## config.mk

```make
export PLATFORM = sky130hd
export DESIGN_NAME = sdtx_block_sched
export DESIGN_NICKNAME = d
export VERILOG_FILES = /design/src/rtl/sdtx_block_sched.sv
export SDC_FILE = /design/constraint.sdc
export NUM_CORES = 1
export LEC_CHECK = 0
export ABC_AREA = 1
export CAP_MARGIN = 30
export CORE_MARGIN = 5
export CORE_UTILIZATION = 40
export DETAILED_ROUTE_END_ITERATION = 10
export GPL_TIMING_DRIVEN = 0
export PLACE_DENSITY_LB_ADDON = 0.08
export SETUP_SLACK_MARGIN = 0.3
export SYNTH_ARGS = -nofsm -noshare
export SYNTH_HDL_FRONTEND = slang
export SYNTH_SLANG_ARGS = --single-unit
```

## constraint.sdc

```tcl
create_clock -name i_clk -period 6.8 [get_ports i_clk]
set_clock_uncertainty 0.05 [all_clocks]
set_input_delay 2.04 -clock i_clk [delete_from_list [all_inputs] [get_ports i_clk]]
set_output_delay 2.04 -clock i_clk [all_outputs]
set_load 0.005 [all_outputs]
```

## src/rtl/sdtx_block_sched.sv

```systemverilog
// Block scheduler for the SD transmit path: prefetches buffer words into a
// 2-entry FIFO and streams them block by block with an idle gap before each.
module sdtx_block_sched #(
  parameter int LGMEM = 10,
  parameter int LGBLK = 10,
  parameter int LGGAP = 8
) (
  input  logic             i_clk,
  input  logic             i_reset_n,
  input  logic             i_start,
  input  logic [LGBLK-1:0] i_blk_words,
  input  logic [15:0]      i_blk_count,
  input  logic [LGMEM-1:0] i_base,
  input  logic [LGGAP-1:0] i_gap,
  input  logic [1:0]       i_width,
  input  logic             i_ddr,
  input  logic             i_abort,
  output logic             o_busy,
  output logic             o_done,
  output logic             o_err,
  output logic             o_rd_en,
  output logic [LGMEM-1:0] o_rd_addr,
  input  logic [31:0]      i_rd_data,
  output logic             o_en,
  output logic [1:0]       o_width,
  output logic             o_ddr,
  output logic             o_valid,
  input  logic             i_ready,
  output logic [31:0]      o_data,
  output logic             o_last,
  input  logic             i_tx_busy
);

  typedef enum logic [1:0] {S_IDLE, S_GAP, S_DATA, S_DRAIN} state_t;

  state_t           state;
  logic [LGBLK-1:0] blk_words;
  logic [LGBLK-1:0] issue_left;
  logic [15:0]      blk_left;
  logic [LGGAP-1:0] gap;
  logic [LGGAP-1:0] gap_cnt;
  logic             drain_first;
  logic             aborted;
  logic             rd_vld_p1;
  logic             rd_last_p1;
  logic [31:0]      fifo_data [2];
  logic [1:0]       fifo_last;
  logic [1:0]       fifo_cnt;
  logic             hd;
  logic             pop;
  logic             push;
  logic             wr_ptr;
  logic             bad_req;
  logic [1:0]       occ_after;

  assign o_valid   = (state == S_DATA) && (fifo_cnt != 2'd0);
  assign o_data    = o_valid ? fifo_data[hd] : '0;
  assign o_last    = o_valid && fifo_last[hd];
  assign pop       = o_valid && i_ready;
  assign push      = rd_vld_p1;
  assign wr_ptr    = hd ^ fifo_cnt[0];
  assign bad_req   = (i_blk_words == '0) || (i_blk_count == 16'd0) || (i_width == 2'd3);
  // Counting the same-cycle pop lets a new read issue every cycle at full rate.
  assign occ_after = fifo_cnt + {1'b0, rd_vld_p1} - {1'b0, pop};
  assign o_rd_en   = ((state == S_GAP) || (state == S_DATA)) && (issue_left != '0)
                     && (occ_after < 2'd2) && !i_abort;

  // Stage p1 -> FIFO: RAM data lands one cycle after the read strobe
  always_ff @(posedge i_clk) begin
    if (push) begin
      fifo_data[wr_ptr] <= i_rd_data;
      fifo_last[wr_ptr] <= rd_last_p1;
    end
  end

  always_ff @(posedge i_clk) begin
    if (!i_reset_n) begin
      state       <= S_IDLE;
      o_busy      <= 1'b0;
      o_done      <= 1'b0;
      o_err       <= 1'b0;
      o_en        <= 1'b0;
      o_width     <= 2'd0;
      o_ddr       <= 1'b0;
      o_rd_addr   <= '0;
      blk_words   <= '0;
      issue_left  <= '0;
      blk_left    <= 16'd0;
      gap         <= '0;
      gap_cnt     <= '0;
      drain_first <= 1'b0;
      aborted     <= 1'b0;
      rd_vld_p1   <= 1'b0;
      rd_last_p1  <= 1'b0;
      fifo_cnt    <= 2'd0;
      hd          <= 1'b0;
    end else begin
      o_done     <= 1'b0;
      o_err      <= 1'b0;
      rd_vld_p1  <= o_rd_en;
      rd_last_p1 <= (issue_left == LGBLK'(1));
      if (o_rd_en) begin
        o_rd_addr  <= o_rd_addr + LGMEM'(1);
        issue_left <= issue_left - LGBLK'(1);
      end
      if (push && !pop)
        fifo_cnt <= fifo_cnt + 2'd1;
      else if (pop && !push)
        fifo_cnt <= fifo_cnt - 2'd1;
      if (pop)
        hd <= ~hd;

      case (state)
        S_IDLE: begin
          if (i_start) begin
            if (bad_req) begin
              o_done <= 1'b1;
              o_err  <= 1'b1;
            end else begin
              blk_words   <= i_blk_words;
              issue_left  <= i_blk_words;
              blk_left    <= i_blk_count;
              gap         <= i_gap;
              gap_cnt     <= i_gap;
              o_rd_addr   <= i_base;
              o_width     <= i_width;
              o_ddr       <= i_ddr;
              o_en        <= 1'b1;
              o_busy      <= 1'b1;
              aborted     <= 1'b0;
              drain_first <= 1'b0;
              state       <= (i_gap == '0) ? S_DATA : S_GAP;
            end
          end
        end
        S_GAP: begin
          gap_cnt <= gap_cnt - LGGAP'(1);
          if (gap_cnt == LGGAP'(1))
            state <= S_DATA;
        end
        S_DATA: begin
          if (pop && fifo_last[hd]) begin
            state       <= S_DRAIN;
            drain_first <= 1'b1;
          end
        end
        S_DRAIN: begin
          aborted <= aborted | i_abort;
          // The datapath needs a cycle to raise i_tx_busy for the final word.
          if (drain_first) begin
            drain_first <= 1'b0;
          end else if (!i_tx_busy) begin
            if (aborted || i_abort || (blk_left == 16'd1)) begin
              o_done  <= 1'b1;
              o_err   <= aborted | i_abort;
              o_busy  <= 1'b0;
              o_en    <= 1'b0;
              o_width <= 2'd0;
              o_ddr   <= 1'b0;
              state   <= S_IDLE;
            end else begin
              blk_left   <= blk_left - 16'd1;
              issue_left <= blk_words;
              gap_cnt    <= gap;
              state      <= (gap == '0) ? S_DATA : S_GAP;
            end
          end
        end
        default: state <= S_IDLE;
      endcase

      if (i_abort && ((state == S_GAP) || (state == S_DATA))) begin
        state       <= S_DRAIN;
        drain_first <= 1'b1;
        aborted     <= 1'b1;
        fifo_cnt    <= 2'd0;
        rd_vld_p1   <= 1'b0;
        issue_left  <= '0;
      end
    end
  end

endmodule

```

==> metrics <==
status finished clean; FFs w/ async S/R, synth 0; Antenna diodes 0; Placeable Area roughly 19,000 sq um; multiplexer share of the synthesized area 0.0472; routed len/inst 14.2 microns; post-synthesis cell type count 39; Worst path slowest cell clkdlybuf4s50_1; largest family of logic cells by synthesized area simple AND/OR/NAND/NOR gates; worst-path fanout max 6; CTS tree done; DIE AREA 22,000 sq um; post-synthesis simple-gate area fraction 0.278; first-pass GRT wire length 32,200 microns; NetSw 0.00153 W; CTS sink count 144; leakage ~4.4 nW; slew margin rel. 0.587; Sw Ratio 0.408; Clock transition at path regs 0.07 ns; P&R area growth vs syn 30.8%; Clock Power Share 0.242; Yosys top cell area share 0.260; CTS max path bufs 2; WL met3 between 900 and 1000 microns; met2 routed WL ~9100 microns; Die Y 148 microns; filler instances 1,835; cell area after synthesis ~7600 sq um; Worst Hold Class reg -> reg; GRT Total Usage 0.182; Initial Util 0.407; largest net degree at the start of global routing 20; chip width 148 microns; Slew Limit Fails 0; vias per cell 4.82; crit path kind in -> out; Slew @ Worst Pin 0.619 ns; pwr/cell area around 370 nW/um^2; total negative setup slack 0 ns; Setup violations, final 0; clock tree root buffer cell clkbuf_16; yosys warns 0; final wirelength 19,900 microns; drc violations 0; layout net count 1,250; syn_nets 1,089; area leader, netlist edfxtp_1; Critical Path, Cell by Cell clkdlybuf4s50_1 -> inv_1 -> nor2_4 -> inv_2 -> ha_1 -> inv_2 -> nand2_1 -> nand3_2 -> nand3_2 -> nor2_4 -> buf_6 -> clkdlybuf4s50_1; # rows 50; compound-cell area share of the yosys netlist 0.0760; Post-DRT Antenna Nets 0; hpwl dp 14,600 microns; DP Area 9350 sq um; via count 6,734; vias in the first global route 6,493; ys flop type dfxtp_1; layout cell share with drive strength beyond 1 0.0979; crit path time final 6.31 ns; number of flops mapped to enable cells by yosys 66; IO buf count 135; fmax 159 MHz; register area around 3500 sq um; Post-Synth Adder-Cell Area 0.0229; Worst setup EP type primary output; most frequent cell after synthesis nand2_1; endpoints failing hold 0; top routing layer in use met4; I/O Pins 137; top post-synthesis cells by count 289 x nand2_1, 137 x nor2_1, 116 x inv_1; share of power burned in registers 0.327; Post-Synthesis Cells 990; Max-cap violations 0; internal power between 0.002 and 0.0025 W; Startpoint Class input port; combinational share of power 0.432; Worst Path Required 4.71 ns; WP data arrival 4.22 ns; routability cong. a little under 0.9; Syn Area/Cell between 7 and 8 sq um; unrepaired setup endpoints after global routing no; Initial DRC Count 310; H-tree levels 4; initial antenna violation count 0; grt total ovfl 0; delay of the slowest cell on the worst path 0.50 ns; sequential area share after synthesis 0.464; Skew-Pair Late Insertion Delay 0.43 ns; Pre-Repair DR Iteration Count 6; area share of xor/xnor cells in the synthesized design 0.0264; area of the multi-input gates 3470 sq um; Final Instance Area 9990 sq um; flops & latches, synth roughly 140; M1 WL between 9000 and 10,000 microns; TritonCTS Buffers 17; Max VDD drop 0.000212 V; Synth area leaders edfxtp_1 26%, dfxtp_1 20%, nand2_1 14%; fin crit share 0.927
## layout make-up
class	instances	share of cell area
Multi-Input combinational cell	691	0.347
Clock inverter	15	0.0148
Sequential cell	144	0.355
Timing Repair Buffer	142	0.145
Clock buffer	17	0.0426
Buffer	37	0.0221
Inverter	118	0.0444
Tap cell	234	0.0293
## state kept, by name, summed over array words and instances (netlist names), named ones only
signal,cells
fifo_data,64
blk_left,16
blk_words,10
issue_left,10
o_rd_addr,10
gap,8
gap_cnt,8
fifo_cnt,2
fifo_last,2
o_width,2
state,2
aborted,1
drain_first,1
hd,1
o_ddr,1
o_done,1
o_en,1
o_err,1
push,1
rd_last_p1,1
## cell usage in the layout, fill, tap and decap left out, types with 3 or more instances in the layout
cell type	Yosys	final
a21oi_1	49	49
a22oi_1	6	6
a31oi_1	4	4
buf_1	7	7
buf_2	6	5
buf_4	6	11
buf_6	4	5
clkbuf_1	12	12
clkbuf_16	0	17
clkdlybuf4s50_1	0	135
clkinv_4	0	5
dfxtp_1	78	78
edfxtp_1	66	66
ha_1	14	14
inv_1	116	114
inv_2	1	3
inv_6	0	4
inv_8	0	4
mux2_2	32	32
nand2_1	289	289
nand3_1	43	42
nand3_2	5	6
nand4_1	13	13
nor2_1	137	134
nor2_2	9	8
nor2_4	0	4
nor3_1	9	9
o21ai_0	41	41
o31ai_1	3	3
xnor2_1	10	10
xor2_1	13	13
## per-stage QoR
step | setup slack [ns] | utilization | hold WS [ns] | total power (W) | std cells
after floorplan | 1.48 | - | 0.354 | 0.00236 | 990
after global placement | 0.183 | 0.495 | 0.364 | 0.00279 | 1359
after detailed placement | 0.186 | 0.498 | 0.373 | 0.00281 | 1361
after CTS | 0.321 | 0.529 | 0.389 | 0.00375 | 1393
after global routing | 0.314 | 0.532 | 0.415 | 0.00405 | 1398
final | 0.494 | 0.532 | 0.386 | 0.00374 | 1398
## worst max-delay path, delay by kind of cell
family                   cells  cell delay, ns
buffers and inverters        6            1.29
AND/OR/NAND/NOR              5            0.59
adder cells (fa/ha/maj)      1            0.30
## logic make-up after synthesis
kind of cell,Yosys count
and+or+nand+nor,514
buffers and inverters,155
AOI/OAI and AO/OA,108
xor gates and xnor gates,23
adders and majority gates,14
DFF,144
muxes,32
## per-layer routing
layer | global-route usage | vias to the layer above
li1 | - | 3497
met5 | 0 | -
met1 | 0.245 | 3055
met4 | 0.0499 | 0
met2 | 0.300 | 159
met3 | 0.0366 | 23
## worst paths after layout
kind                   start      endpoint  slack [ns]  depth (start not counted)
hold reg to reg   rd_last_p1  fifo_last[0]        0.39                          0
setup reg to reg    state[0]  o_rd_addr[7]        4.12                         19
setup / recovery     i_ready       o_rd_en        0.49                         12
hold / removal    rd_last_p1  fifo_last[0]        0.39                          0
## repair_timing
item,in CTS,in global routing
resized for setup,3,5
pin swaps,0,1
buffers inserted,0,5
setup endpoints to repair,1,1
hold buffers,0,0
## power by group through the flow
stage	registers [W]	logic (W)	clock network (W)
2_1_floorplan	0.00121	0.00115	0
3_3_place_gp	0.00124	0.00155	0
3_5_place_dp	0.00124	0.00158	0
4_1_cts	0.00122	0.00160	0.000926
5_1_grt	0.00124	0.00184	0.000965
6_report	0.00122	0.00161	0.000904
No activity file was read; power rests on OpenSTA's default activity.
